### config.mk
export PLATFORM = sky130hd
export DESIGN_NAME = fetch_unit
export DESIGN_NICKNAME = d
export VERILOG_FILES = /design/src/rtl/fetch_unit.sv
export SDC_FILE = /design/constraint.sdc
export NUM_CORES = 1
export LEC_CHECK = 0
export BUFFER_PORTS_ARGS = -buffer_cell sky130_fd_sc_hd__buf_4
export CORE_UTILIZATION = 41
export DETAILED_ROUTE_END_ITERATION = 10
export PLACE_DENSITY = 0.65
export SETUP_SLACK_MARGIN = 0.1
export SLEW_MARGIN = 20
export SYNTH_ARGS = -nofsm -noshare
export SYNTH_HDL_FRONTEND = slang
export SYNTH_SLANG_ARGS = --single-unit
### constraint.sdc
create_clock -name clk -period 10.2 [get_ports clk]
set_clock_uncertainty 0.2 [all_clocks]
set_input_delay 2.04 -clock clk [delete_from_list [all_inputs] [get_ports clk]]
set_output_delay 2.04 -clock clk [all_outputs]
set_load 0.02 [all_outputs]
### src/rtl/fetch_unit.sv
`default_nettype none
// ============================================================================
// fetch_unit : PC owner, one-cycle imem latency absorber, 2-entry output FIFO
// Revision   : 1.0
// ============================================================================
module fetch_unit #(
    parameter logic [63:0] RESET_PC = 64'h0
) (
    input  logic        clk,
    input  logic        rst_n,
    output logic [63:0] imem_addr,
    input  logic [63:0] imem_data,
    input  logic        redirect_valid,
    input  logic [63:0] redirect_pc,
    output logic        out_valid,
    output logic [63:0] out_pc,
    output logic [31:0] out_instr,
    input  logic        out_ready
);

    logic [63:0] pc_q;
    logic [63:0] req_pc_q;
    logic        req_valid_q;
    logic [1:0]  occ;
    logic        rd_ptr;
    logic        wr_ptr;
    logic [63:0] fifo_pc    [2];
    logic [31:0] fifo_instr [2];

    logic        pop;
    logic        push;
    logic        issue;
    logic [2:0]  level;
    logic        unused_bits;

    assign imem_addr   = {2'b00, pc_q[63:2]};
    assign out_valid   = (occ != 2'd0);
    assign out_pc      = fifo_pc[rd_ptr];
    assign out_instr   = fifo_instr[rd_ptr];
    assign unused_bits = ^{imem_data[63:32], redirect_pc[1:0]};

    // A redirect kills both the pop and the arriving response.
    assign pop   = out_valid & out_ready & ~redirect_valid;
    assign push  = req_valid_q & ~redirect_valid;
    // Occupancy once the in-flight response lands; issuing only below 2
    // guarantees that response always has a free slot.
    assign level = {1'b0, occ} + {2'b00, req_valid_q} - {2'b00, pop};
    assign issue = ~redirect_valid & (level < 3'd2);

    always_ff @(posedge clk or negedge rst_n) begin
        if (!rst_n) begin
            pc_q        <= RESET_PC;
            req_pc_q    <= 64'h0;
            req_valid_q <= 1'b0;
            occ         <= 2'd0;
            rd_ptr      <= 1'b0;
            wr_ptr      <= 1'b0;
            for (int i = 0; i < 2; i++) begin
                fifo_pc[i]    <= 64'h0;
                fifo_instr[i] <= 32'h0;
            end
        end else if (redirect_valid) begin
            pc_q        <= {redirect_pc[63:2], 2'b00};
            req_valid_q <= 1'b0;
            occ         <= 2'd0;
            rd_ptr      <= 1'b0;
            wr_ptr      <= 1'b0;
        end else begin
            req_valid_q <= issue;
            if (issue) begin
                req_pc_q <= pc_q;
                pc_q     <= pc_q + 64'd4;
            end
            if (push) begin
                fifo_pc[wr_ptr]    <= req_pc_q;
                fifo_instr[wr_ptr] <= imem_data[31:0];
                wr_ptr             <= ~wr_ptr;
            end
            if (pop) begin
                rd_ptr <= ~rd_ptr;
            end
            occ <= occ + {1'b0, push} - {1'b0, pop};
        end
    end

endmodule
`default_nettype wire

==> qor.txt, run 1 <==
status = completed
Leak = 8.056 nW
Post-Synth XOR/XNOR Area = 1.774%
share of layout cells above drive strength 1 = 41.26%
pin count of the biggest net entering global routing = 176
Yosys top cell area share = 55.40%
row cnt = 68
Final ANT Viol Nets = 0
Max-cap violations = 0
Hold Startpoint = req_pc_q[10]$_DFFE_PN0P_
Mapped Cells = 1,227
unrepaired setup endpoints after global routing = no
first-pass GRT wire length = 58,130 um
post-CTS setup buffers = 0
htree depth = 2
CTS resizes = 0
crit path launch = redirect_valid
Die ar. = 0.03568 mm^2
Clock transition at path regs = 60 ps
Synth area leaders = dfrtp_1 55%, mux2_2 22%, nand2_1 5.8%
TritonRoute pass-1 iters = 7
CP arrival = 6040 ps
setup slack after layout = 4387 ps
relative slew slack = 31.83%
worst min-delay path class = flop to flop
final setup fails = 0
dpl ws = 3915 ps
final worst path period need = 5813 ps
Port Buffers = 254
CP Max Fanout = 71
R2R Path Start = occ[1]$_DFF_PN0_
die width = 188.9 um
CP required = 10,420 ps
Yosys warning total = 0
total global-route track usage = 20.64%
total grt overflow = 0
fin crit share = 56.99%
register area = 0.007936 mm^2
Yosys reg bits = 317
CTS Buffer Depth = 3
post-synthesis adder-cell area fraction = 0.3145%
WL/cell = 19.06 um
Tightest Pin Transition = 1023 ps
mux cell area share after synthesis = 22.25%
RD Place Congestion = 0.8323
FILL cells = 3,092
post-DP HPWL = 23,890 um
setup TNS = 0 ps
via count = 10,301
Setup crit end kind = flop
CP Launch Type = input pin
crit path kind = input pin to flop
largest family of logic cells by synthesized area = multiplexers
DRC Markers = 0
# diodes = 0
Core Util, Final = 51.45%
post-synthesis compound-gate area fraction = 4.701%
num ports = 293
Synth area leader = dfrtp_1
Clock Latency Late Sink = 510 ps
overall power = 5.427 mW
final hold vios = 0
CTS tree = built
# clock sinks = 317
fmax = 172.0 MHz
Syn Area/Cell = 11.67 um^2
vias in the first global route = 10,374
Post-synth EDFFs = 0
NumNets Final = 1,595
DR iter-0 viols = 737
CTS root buffer = clkbuf_16
top_reg_cell synth = dfrtp_1
Distinct cells, synth = 50
post-DR vias/cell = 5.321
Async SR Flop Fraction = 100.0%
DIE HEIGHT = 188.9 um
initial antenna violation count = 0
total CTS buffers = 35
max-slew violation count = 0
Peak VDD IR = 0.0001555 V
post-synthesis simple-gate area fraction = 13.21%
power density over the cells = 306.1 mW/mm^2
core box area = 0.03446 mm^2
area of the multi-input gates = 0.006095 mm^2
Area Growth Syn to Fin = 23.81%
Mapped Area = 0.01432 mm^2
hold_buf cts = 0
register area share after synthesis = 55.40%
Post-Route WL = 36,900 um
Initial Util = 41.56%
-- worst paths after layout --
| path | endpoint | slack, ps | depth (start not counted) |
|---|---|---|---|
| setup / recovery | pc_q[56]$_DFFE_PN0P_ | 4390 | 9 |
| hold / removal | req_pc_q[10]$_DFFE_PN0P_ | 290 | 2 |
| setup reg to reg | pc_q[56]$_DFFE_PN0P_ | 5860 | 8 |
| hold reg to reg | req_pc_q[10]$_DFFE_PN0P_ | 290 | 2 |
| max in group asynchronous | rd_ptr$_DFFE_PN0P_ | 7050 | 2 |
| min in group asynchronous | fifo_instr[15]$_DFFE_PN0P_ | 1280 | 1 |
-- metal layers --
metal	vias up	track usage, %	share of wire, %
met2	304	33.67	47
li1	4794	-	-
met3	56	4.078	6.1
met1	5147	28.07	44
met4	0	5.490	2.2
met5	-	0	0
-- Yosys cell counts (all sizes together), types with 3 or more instances --
master,n
buf,21
nand4,20
or3,12
nor4,7
xnor2,15
and4,8
a31o,3
nand4b,4
mux2,282
or4,18
o211ai,5
xor2,14
and3,12
nor3,8
a31oi,30
dfrtp,317
o31ai,12
clkbuf,50
nand3,34
nand2,223
nor2,48
a221o,3
and2,3
o21ai,45
inv,10
o41ai,4
-- critical path, cell delays in order --
cell,delay (ps)
buf_4,290
nor4bb_1,520
o21ai_0,190
fa_1,690
nand2_1,180
nor3_2,380
nand4_1,760
or4_1,740
a31oi_1,190
-- area by class of cell --
type / count / share of cell area (%)
multi-input combinational: 831 / 34.38
tap: 455 / 3.211
clock buffer: 52 / 5.935
clock inverter: 6 / 0.1905
sequential: 317 / 44.76
timing repair buffer: 264 / 11.29
inverter: 11 / 0.2329
-- cell usage in the layout, fill, tap and decap left out, types with 9 or more instances in the layout --
cell / synthesis / final
dfrtp_1: 317 / 316
mux2_2: 282 / 282
buf_4: 4 / 262
nand2_1: 223 / 223
nor2_1: 48 / 48
o21ai_0: 41 / 41
clkbuf_16: 0 / 37
nand3_1: 33 / 31
a31oi_1: 30 / 30
nand4_1: 20 / 20
or4_1: 18 / 18
xnor2_1: 15 / 15
xor2_1: 14 / 14
and3_1: 12 / 12
o31ai_1: 12 / 12
or3_1: 11 / 11
inv_1: 9 / 9
-- sequential cells by signal (all words and copies together), names as in the netlist --
name         cells
pc_q            62
occ              2
fifo_pc        124
rd_ptr           1
wr_ptr           1
req_valid_q      1
req_pc_q        62
fifo_instr      64
-- report_power, final --
part / switching, mW / leakage [nW] / total [mW] / internal, mW
Sequential: 0.337 / 3.85 / 2.11 / 1.78
Combinational: 1.07 / 3.66 / 2.12 / 1.05
Clock: 0.487 / 0.539 / 1.20 / 0.710
-- per-stage QoR --
| stage | hold slack (ps) | area [um^2] | instances |
|---|---|---|---|
| final | 292.0 | 17730 | 1936 |
| after global routing | 310.7 | 17730 | 1936 |
| after CTS | 297.8 | 17730 | 1936 |
| after detailed placement | 279.7 | 16640 | 1878 |
| after global placement | 278.5 | 16640 | 1878 |
| after floorplan | 258.4 | 14330 | 1230 |
-- logic make-up after synthesis --
family	Yosys count
DFF	317
xor gates and xnor gates	29
AOI/OAI and AO/OA	107
and+or+nand+nor	405
muxes	283
other	1
buffers and inverters	82
adders and majority gates	3
No activity file was read; power rests on OpenSTA's default activity.
==> run 2, diff against run 1 <==
ABC_AREA = 1   (was unset)
PLACE_DENSITY = 0.66   (was 0.65)
clock period = 5.3 ns   (was 10.2 ns; I/O delays follow)
==> run 2 against run 1 <==
Against the previous run:
- sequential power rose by 110%
- via count rose by 34%
- first-iteration DRC count is 29% higher
- critical endpoint is now out_pc[59]
- largest power group unchanged
==> qor.txt, run 2 <==
top_reg_cell synth = dfrtp_1
Initial Util = 41.85%
slowest CP cell = inv_2
core box area = 0.03679 mm^2
# clock sinks = 317
CTS Buffer Depth = 3
DRC Markers = 0
CP Max Fanout = 36
CP required = 4040 ps
die width = 195.8 um
FILL cells = 3,584
overall power = 12.21 mW
dpl ws = 1433 ps
internal power = 6.973 mW
final setup fails = 0
max reg flops = 124
Clock transition at path regs = 60 ps
first-pass GRT wire length = 71,770 um
Max-cap violations = 0
crit path kind = flop to output port
total CTS buffers = 35
final hold vios = 0
Post-Synth XOR/XNOR Area = 0.5120%
status = completed
Peak VDD IR = 0.0002567 V
top flop regs = fifo_pc x124, fifo_instr x64
TritonRoute pass-1 iters = 5
hold_buf cts = 0
Mapped Area = 0.01539 mm^2
CP Launch Type = flop
Cell Chain, Critical Path = inv_2 > buf_4 > nand2_1 > nand2_1 > buf_4
worst min-delay path class = flop to flop
CTS root buffer = clkbuf_16
# diodes = 0
most common cell after layout, fill and taps aside = nand2_1
commonest cells after routing, fill and taps aside = 743 x nand2_1, 316 x dfrtp_1, 265 x buf_4, 199 x inv_1, 163 x o21ai_0
Port Buffers = 254
relative slew slack = 38.47%
total grt overflow = 0
Yosys reg bits = 317
setup slack after layout = 1616 ps
initial antenna violation count = 0
post-synthesis simple-gate area fraction = 28.85%
vias in the first global route = 13,160
Final ANT Viol Nets = 0
post-synthesis adder-cell area fraction = 0.2926%
Cells on Worst Hold Path = 2
sw power = 5.241 mW
WL/cell = 16.51 um
Post-synth EDFFs = 0
DIE HEIGHT = 195.8 um
Tightest Pin Transition = 923.0 ps
via count = 13,765
post-DP HPWL = 31,330 um
DR iter-0 viols = 948
Core Util, Final = 51.21%
CTS resizes = 0
fmax = 271.5 MHz
Async SR Flop Fraction = 100.0%
post-CTS setup buffers = 0
combinational fraction of design power = 43.7%
sequential power share = 36.0%
post-DR vias/cell = 5.055
CP max stage delay = 520 ps
max-slew violation count = 0
register area share after synthesis = 51.53%
Synth area leader = dfrtp_1
power density over the cells = 648.4 mW/mm^2
total global-route track usage = 23.69%
Yosys warning total = 0
Yosys top cell area share = 51.53%
Setup crit end kind = output port
post-synthesis compound-gate area fraction = 10.99%
CTS tree = built
Post-synth top cells = 744 x nand2_1, 317 x dfrtp_1, 199 x inv_1, 163 x o21ai_0, 161 x nor2_1
mux cell area share after synthesis = 0%
Biggest register = fifo_pc
Die ar. = 0.03833 mm^2
CP arrival = 2420 ps
final worst path period need = 3684 ps
Clock Latency Late Sink = 520 ps
Mapped Cells = 2,021
R2R depth = 14
Syn Area/Cell = 7.617 um^2
Leak = 9.575 nW
row cnt = 70
switching share of power = 42.91%
fin crit share = 69.50%
Post-Route WL = 44,960 um
NumNets Final = 2,369
Area Growth Syn to Fin = 22.37%
largest family of logic cells by synthesized area = simple AND/OR/NAND/NOR gates
num ports = 293
setup TNS = 0 ps
clock share of power = 20.4%
htree depth = 2
Synth area leaders = dfrtp_1 52%, nand2_1 18%, o21ai_0 5.3%
RD Place Congestion = 0.8970
share of layout cells above drive strength 1 = 16.01%
top-count cell post-synth = nand2_1
unrepaired setup endpoints after global routing = no
pin count of the biggest net entering global routing = 113
Distinct cells, synth = 35
run 2: changes by cell type after synthesis, sizes merged, moves of 29 or more:
cell,before,now
nor2,48,184
inv,10,201
a21oi,1,39
o21ai,45,258
nand2,223,754
nand3,34,76
a31oi,30,1
mux2,282,0
run 2: final cells by class:
cell class,instances,area [um^2],area share (%)
clock inverters,7,135.1,0.7173
well taps,468,585.6,3.108
multi-input cells,1406,6295,33.42
repair buffers,271,2096,11.13
clock buffers,51,1028,5.460
flip-flops and latches,317,7936,42.13
inverters,203,762.0,4.045
run 2: power by group through the flow:
stage / logic [mW] / registers [mW] / clock network, mW
floorplan: 3.11 / 4.44 / 0
global placement: 5.24 / 4.38 / 0
detailed placement: 5.35 / 4.41 / 0
CTS: 5.38 / 4.38 / 2.53
global route: 5.94 / 4.54 / 2.62
finish: 5.34 / 4.39 / 2.49
run 2: metal layers:
| layer | wire length (um) | track usage, % |
|---|---|---|
| met5 | 0 | 0 |
| met4 | 1208 | 7.234 |
| met3 | 2743 | 3.232 |
| met2 | 19750 | 36.20 |
| met1 | 21260 | 34.88 |
run 2: final timing paths:
check	from	end	slack, ps
setup reg to reg	occ[1]$_DFF_PN0_	pc_q[29]$_DFFE_PN0P_	1940
hold / removal	fifo_instr[17]$_DFFE_PN0P_	fifo_instr[17]$_DFFE_PN0P_	280
max in group asynchronous	rst_n	fifo_instr[26]$_DFFE_PN0P_	3390
setup / recovery	rd_ptr$_DFFE_PN0P_	out_pc[59]	1620
hold reg to reg	fifo_instr[17]$_DFFE_PN0P_	fifo_instr[17]$_DFFE_PN0P_	280
min in group asynchronous	rst_n	pc_q[12]$_DFFE_PN0P_	370
run 2: through the flow:
stage          instance area [um^2]  hold WS, ps  instances
3_5_place_dp                  17670        272.9       2665
5_1_grt                       18840        297.6       2723
2_1_floorplan                 15410        252.9       2024
6_report                      18840        280.1       2723
4_1_cts                       18830        286.7       2723
3_3_place_gp                  17670        265.4       2665
run 2: worst max-delay path, delay by kind of cell (launching register included):
| family | cells | cell delay [ps] |
|---|---|---|
| buf+inv | 3 | 1180 |
| flops | 1 | 480 |
| simple gates | 2 | 220 |
run 2: cells by family after synthesis:
| logic type | Yosys count |
|---|---|
| flip-flops | 317 |
| XOR/XNOR | 9 |
| buffers and inverters | 301 |
| AND/OR/NAND/NOR | 1066 |
| AO/OA/AOI/OAI | 324 |
| other | 1 |
| adder cells (fa/ha/maj) | 3 |
